[config.mk]
export PLATFORM = sky130hd
export DESIGN_NAME = serial_ripple_subtractor
export DESIGN_NICKNAME = d
export VERILOG_FILES = /design/src/rtl/serial_ripple_subtractor.sv
export SDC_FILE = /design/constraint.sdc
export NUM_CORES = 1
export LEC_CHECK = 0
export ABC_AREA = 1
export BUFFER_PORTS_ARGS = -buffer_cell sky130_fd_sc_hd__buf_2
export CAP_MARGIN = 25
export CORE_MARGIN = 2
export CORE_UTILIZATION = 57
export DETAILED_ROUTE_END_ITERATION = 10
export PLACE_DENSITY = 0.81
export REMOVE_ABC_BUFFERS = 1
export SLEW_MARGIN = 20
export SYNTH_ARGS = -nofsm -noshare
export SYNTH_HDL_FRONTEND = slang
export SYNTH_SLANG_ARGS = --single-unit
[constraint.sdc]
create_clock -name clk -period 1.75 [get_ports clk]
set_input_delay 0.175 -clock clk [delete_from_list [all_inputs] [get_ports clk]]
set_output_delay 0.175 -clock clk [all_outputs]
set_load 0.005 [all_outputs]
[src/rtl/serial_ripple_subtractor.sv]
// Bit-serial A - B through one full-subtractor cell and a registered borrow.
// Optional signed-overflow flag output is enabled by defining OVERFLOW_FLAG_EN.
module serial_ripple_subtractor #(
  parameter int unsigned WIDTH = 4
) (
  input  logic             clk,
  input  logic             rst,
  input  logic             start,
  input  logic [WIDTH-1:0] A,
  input  logic [WIDTH-1:0] B,
  output logic             busy,
  output logic             done,
  output logic [WIDTH:0]   Diff
`ifdef OVERFLOW_FLAG_EN
  ,
  output logic             ovf
`endif
);

  localparam int unsigned CntW = (WIDTH > 1) ? $clog2(WIDTH) : 1;
  localparam logic [CntW-1:0] CntLast = CntW'(WIDTH - 1);

  typedef enum logic [1:0] {
    StIdle,
    StShift,
    StDone
  } state_e;

  state_e           r_state;
  state_e           w_state_next;
  logic [WIDTH-1:0] r_a_sr;
  logic [WIDTH-1:0] r_b_sr;
  logic [WIDTH-1:0] r_res;
  logic             r_br;
  logic [CntW-1:0]  r_cnt;
  logic [WIDTH:0]   r_diff;

  logic             w_a;
  logic             w_b;
  logic             w_d;
  logic             w_br_next;
  logic             w_accept;
  logic             w_last;

  // Single full-subtractor cell working on the current LSBs.
  assign w_a       = r_a_sr[0];
  assign w_b       = r_b_sr[0];
  assign w_d       = w_a ^ w_b ^ r_br;
  assign w_br_next = (~w_a & w_b) | (~(w_a ^ w_b) & r_br);

  assign w_accept  = (r_state == StIdle) && start;
  assign w_last    = (r_state == StShift) && (r_cnt == CntLast);

  always_ff @(posedge clk or posedge rst) begin
    if (rst) begin
      r_state <= StIdle;
    end else begin
      r_state <= w_state_next;
    end
  end

  always_comb begin
    w_state_next = r_state;
    busy         = 1'b0;
    done         = 1'b0;
    unique case (r_state)
      StIdle: begin
        if (start) begin
          w_state_next = StShift;
        end
      end
      StShift: begin
        busy = 1'b1;
        if (w_last) begin
          w_state_next = StDone;
        end
      end
      StDone: begin
        busy         = 1'b1;
        done         = 1'b1;
        w_state_next = StIdle;
      end
      default: begin
        w_state_next = StIdle;
      end
    endcase
  end

  always_ff @(posedge clk or posedge rst) begin
    if (rst) begin
      r_a_sr <= '0;
      r_b_sr <= '0;
      r_res  <= '0;
      r_br   <= 1'b0;
      r_cnt  <= '0;
    end else if (w_accept) begin
      r_a_sr <= A;
      r_b_sr <= B;
      r_res  <= '0;
      r_br   <= 1'b0;
      r_cnt  <= '0;
    end else if (r_state == StShift) begin
      r_a_sr <= {1'b0, r_a_sr[WIDTH-1:1]};
      r_b_sr <= {1'b0, r_b_sr[WIDTH-1:1]};
      r_res  <= {w_d, r_res[WIDTH-1:1]};
      r_br   <= w_br_next;
      r_cnt  <= r_cnt + 1'b1;
    end
  end

  // Result register only moves on the final bit edge, so it holds through IDLE.
  always_ff @(posedge clk or posedge rst) begin
    if (rst) begin
      r_diff <= '0;
    end else if (w_last) begin
      r_diff <= {w_br_next, w_d, r_res[WIDTH-1:1]};
    end
  end

  assign Diff = r_diff;

`ifdef OVERFLOW_FLAG_EN
  logic r_a_msb;
  logic r_b_msb;
  logic r_ovf;

  // Operand sign bits are shifted out of the serial regs, so keep copies.
  always_ff @(posedge clk or posedge rst) begin
    if (rst) begin
      r_a_msb <= 1'b0;
      r_b_msb <= 1'b0;
      r_ovf   <= 1'b0;
    end else begin
      if (w_accept) begin
        r_a_msb <= A[WIDTH-1];
        r_b_msb <= B[WIDTH-1];
      end
      if (w_last) begin
        r_ovf <= (r_a_msb != r_b_msb) && (w_d != r_a_msb);
      end
    end
  end

  assign ovf = r_ovf;
`endif

endmodule

# Word-level counts from Yosys, hierarchy flattened
# Index checks and enable logic that the tools add are counted.
[totals]
reg_bits = 22
in_bits = 11
out_inout_bits = 7
elab_cells = 41
[classes]
n_addsub = 1
eq_ne = 5
n_mux = 15
n_bitwise = 7
reduce_logical = 6
[op_table]
columns = ["op", "n"]
rows = [
  ["4-bit 2-to-1 mux", 6],
  ["2-bit 2-to-1 mux", 4],
  ["2-bit equality test (second input constant)", 2],
  ["1-bit 2-to-1 mux", 4],
  ["2-bit != test (second input constant)", 2],
  ["2-bit one-hot mux with 2 select lines", 1],
  ["2-bit by 1-bit adder with 2-bit output (second input constant)", 1],
  ["1-bit bitwise AND", 2],
  ["2-bit by 1-bit equality test with 1-bit output (second input constant)", 1],
  ["1-bit logical AND", 2],
  ["2-bit logical NOT", 1],
  ["1-bit NOT", 2],
  ["2-bit AND reduction", 1],
  ["2-bit nonzero test", 1],
  ["2-bit OR reduction", 1],
  ["1-bit bitwise XOR", 2],
  ["1-bit bitwise OR", 1],
]

# Longest topological paths before layout
[depth]
ltp_word = 6
mapped_depth = 7
mapped_depth_nobuf = 6

# Worst setup path before layout
# OpenSTA, ideal clock, no wires.
[synth_path]
path_kind = "register to register"
startpoint = "register r_state[1]"
endpoint = "register r_a_sr[0]"
arrival_ns = 1.036
required_time_ns = 1.626
path_slack_ns = 0.589
stages_incl_launch_ff = 8
n_path_buf = 2
period_less_slack_ns = 1.161
cell_sequence = "dfrtp_1 inv_1 ha_1 buf_6 inv_4 buf_6 nand3_1 nand3_1"
[synth_via]
elab_chain_len = 3
[synth_lines]
columns = ["element", "line", "source"]
rows = [
  ["start, declared", "29", "state_e r_state;"],
  ["start signal, assigned", "56", "r_state <= StIdle;"],
  ["start signal, assigned", "58", "r_state <= w_state_next;"],
  ["2-bit logical NOT", "51", "assign w_accept = (r_state == StIdle) && start;"],
  ["1-bit logical AND", "51", ""],
  ["4-bit 2-to-1 mux / 2-bit nonzero test (equally long branches)", "-", ""],
  ["end signal, assigned", "103", "r_a_sr <= {1'b0, r_a_sr[WIDTH-1:1]};"],
  ["end, declared", "31", "logic [WIDTH-1:0] r_a_sr;"],
]
# Parallel ways exist; a longest one is shown, timed or not.
# A chain may end at the register's enable or synchronous reset.

# Worst setup path in the final report
[layout_path]
startpoint = "register r_state[1]"
endpoint = "register r_res[3]"
[layout_via]
elab_chain_len = 3
[layout_lines]
columns = ["element", "line", "source"]
rows = [
  ["2-bit logical NOT", "51", ""],
  ["1-bit logical AND", "51", ""],
  ["4-bit 2-to-1 mux / 2-bit nonzero test (equally long branches)", "-", ""],
  ["end signal, assigned", "105", "r_res <= {w_d, r_res[WIDTH-1:1]};"],
  ["end, declared", "33", "logic [WIDTH-1:0] r_res;"],
]
# Parallel ways exist; a longest one is shown, timed or not.

==> results.md <==
* Synthesized flop and latch total at 21
* Rel. slew slack at 0.822
* Layout cell share with drive strength beyond 1 at 0.205
* # DRC at 0
* Clk pwr share at 0.115
* CTS clk-pin slew, worst paths at 0.10 ns
* Tmin final at 1.42 ns
* Final nets at 151
* Die area at 2150 µm²
* Yosys cell types at 15
* Pin count of the biggest net entering global routing at 22
* Post_cts resized at 0
* Synth warn at 0
* CP peak stage delay at 0.41 ns
* FF-to-FF setup slack at 0.33 ns
* Post-Syn Area at 1020 µm²
* Pleak at 0.616 nW
* Maximum VDD drop at 0.979 mV
* Hold Vio Cnt, Final at 0
* CTS Buf Count at 3
* # setup viols final at 0
* Placed Cells at 152
* Critical path type: register to register
* Area Overhead vs Synth at 12.3%
* Core Rows at 15
* Ports at 18
* Sequential Area at 526 µm²
* Via-per-instance ratio at 4.96
* R2R Path Start: r_state[1]$_DFFE_PP0P_
* Hold path start: A[3]
* Buf/Inv on CP at 3
* Critical Path RT at 1.93 ns
* Final Non-Filler Cells at 157
* Fin Setup TNS at 0 ns
* Max-cap check violation count at 0
* CP max FO at 11
* Final worst setup slack at 0.330 ns
* Mapped Cells at 112
* Wirelength per Cell at 11.4 µm
* Reg-to-reg endpoint: r_res[3]$_DFFE_PP0P_
* Die Wd at 46.4 µm
* Multi-input gate area at 403 µm²
* Outcome: completed
* Slowest CP cell: dfrtp_1
* Arr. time, crit path at 1.60 ns
* Setup Fix Bufs, Post-CTS at 0
* RSZ-0062 raised after global routing: false
* Vias in the first global route at 714
* First-pass GRT wire length at 3.03 mm
* N_diodes at 0
* Core Area at 1710 µm²
* Least-Margin Pin Slew at 0.268 ns
* H-tree levels at 1
* GRT Total Usage at 0.202
* Worst hold endpoint: r_a_sr[3]$_DFFE_PP0P_
* Min-Delay Path Class: input pin to register
* Maximum root-to-sink buffer count at 2
* Hpwl dp at 1.33 mm
* # clock sinks at 21
* Pre-antenna DRT Iters at 4
* Nature of the critical path endpoint: register
* CTS tree: yes
* Routed vias at 778
* Total wire length at 1.78 mm
* Die height at 46.4 µm
* Post-synthesis sequential area ratio at 0.513
* Starting Density at 0.600
* Worst-Skew Late Latency at 0.29 ns
* Maximum operating frequency at 704 MHz
* R2R cell count at 6
* Fillers at 149
* Hold path depth at 3
* Hold Buf Count CTS at 1
* Placer congestion estimate at 0.850
* Sequential power share at 0.429
* Psw at 777 µW
* Starting DRT DRC Count at 13
* Global route overflow at 0
* Switching share of power at 0.405
* Critical path's top delay family: buffers and inverters
* Root Buffer: clkbuf_4
* Worst Skew at 0.00343 ns
* Antenna Nets Post-Route at 0
* Power density over cell area at 1660 nW/µm²
* Gate power share at 0.457
* Dpl ws at 0.350 ns
* Mapped Avg Cell Area at 9.15 µm²
* # port buffers at 17
* Worst hold margin at 0.0859 ns
* Count of pins over their slew limit at 0
* Crit-path cells: inv_1, ha_1, buf_4, inv_4, nand2_2, o21ai_1
* Element type at the critical path start: register
* Period utilization at 0.812
* Internal Power at 1.14 mW
* Initial antenna violation count at 0
==> registers in the layout, summed over array words and instances (netlist names) <==
register  cells
r_b_sr        4
Diff          5
r_state       2
r_a_sr        4
r_br          1
r_cnt         2
r_res         3
==> cells in the mapped netlist <==
master,count,area (µm²)
buf_6,3,33.8
fa_1,1,20.0
nor2_1,3,11.3
o21ai_0,5,25.0
inv_4,1,6.26
buf_4,2,15.0
nand3_1,26,130
inv_1,11,41.3
nand2_2,3,18.8
a21oi_1,1,5.00
xnor2_1,1,8.76
dfrtp_1,21,526
o21ai_1,3,15.0
ha_1,6,75.1
nand2_1,25,93.8
==> cell type report <==
cell class	instances	share of cell area
timing repair buffer	21	0.102
sequential	21	0.457
clock buffer	4	0.0228
tap	25	0.0272
inverter	12	0.0413
multi-input combinational	74	0.350
==> worst reg2reg max path, stage by stage (launching register included) <==
cell,delay [ns]
dfrtp_1,0.41
inv_1,0.14
ha_1,0.29
buf_4,0.23
inv_4,0.09
nand2_2,0.10
o21ai_1,0.07
==> layout by cell type, fill, tap and decap left out <==
cell type / netlist / routed
a21oi_1: 1 / 1
buf_2: 0 / 17
buf_4: 2 / 3
clkbuf_1: 0 / 1
clkbuf_4: 0 / 3
dfrtp_1: 21 / 21
dlygate4sd3_1: 0 / 1
fa_1: 1 / 1
ha_1: 6 / 6
inv_1: 11 / 11
inv_4: 1 / 1
nand2_1: 25 / 25
nand2_2: 3 / 3
nand3_1: 26 / 26
nor2_1: 3 / 3
o21ai_0: 5 / 5
o21ai_1: 3 / 3
xnor2_1: 1 / 1
==> power groups by stage <==
stage / sequential, mW / combinational, mW / clock, mW
after CTS: 0.821 / 0.883 / 0.234
after floorplan: 0.810 / 0.605 / 0
final: 0.822 / 0.875 / 0.220
after global routing: 0.847 / 1.03 / 0.250
after global placement: 0.816 / 0.835 / 0
after detailed placement: 0.832 / 0.872 / 0
==> worst max-delay path by stage <==
stage | slack [ns] | startpoint | cells after the start | endpoint
2_1_floorplan | 0.37 | r_state[1]$_DFFE_PP0P_ | 5 | Diff[4]$_DFFE_PP0P_
3_3_place_gp | 0.42 | r_state[1]$_DFFE_PP0P_ | 6 | r_a_sr[2]$_DFFE_PP0P_
3_5_place_dp | 0.35 | r_state[1]$_DFFE_PP0P_ | 6 | r_res[3]$_DFFE_PP0P_
4_1_cts | 0.34 | r_state[1]$_DFFE_PP0P_ | 6 | r_a_sr[1]$_DFFE_PP0P_
5_1_grt | 0.21 | r_state[1]$_DFFE_PP0P_ | 7 | r_state[0]$_DFFE_PP0P_
6_report | 0.33 | r_state[1]$_DFFE_PP0P_ | 6 | r_res[3]$_DFFE_PP0P_
==> metal layers <==
metal / global-route usage / vias up / routed length (µm)
met5: 0 / - / 0
met4: 0.0857 / 0 / 14
met3: 0.0353 / 2 / 57
met2: 0.328 / 16 / 861
met1: 0.263 / 362 / 850
li1: - / 398 / -
==> through the flow <==
step | utilization | power [mW] | area (µm²)
2_1_floorplan | - | 1.41 | 976
3_3_place_gp | 0.653 | 1.65 | 1110
3_5_place_dp | 0.653 | 1.70 | 1110
4_1_cts | 0.674 | 1.94 | 1150
5_1_grt | 0.674 | 2.12 | 1150
6_report | 0.674 | 1.92 | 1150
==> logic make-up after synthesis <==
group / after synthesis / synth area share
buffers and inverters: 17 / 0.0940
AOI/OAI and AO/OA: 9 / 0.0439
xor gates and xnor gates: 1 / 0.00855
and+or+nand+nor: 57 / 0.248
adders and majority gates: 7 / 0.0928
DFF: 21 / 0.513
No activity file was read; power rests on OpenSTA's default activity.
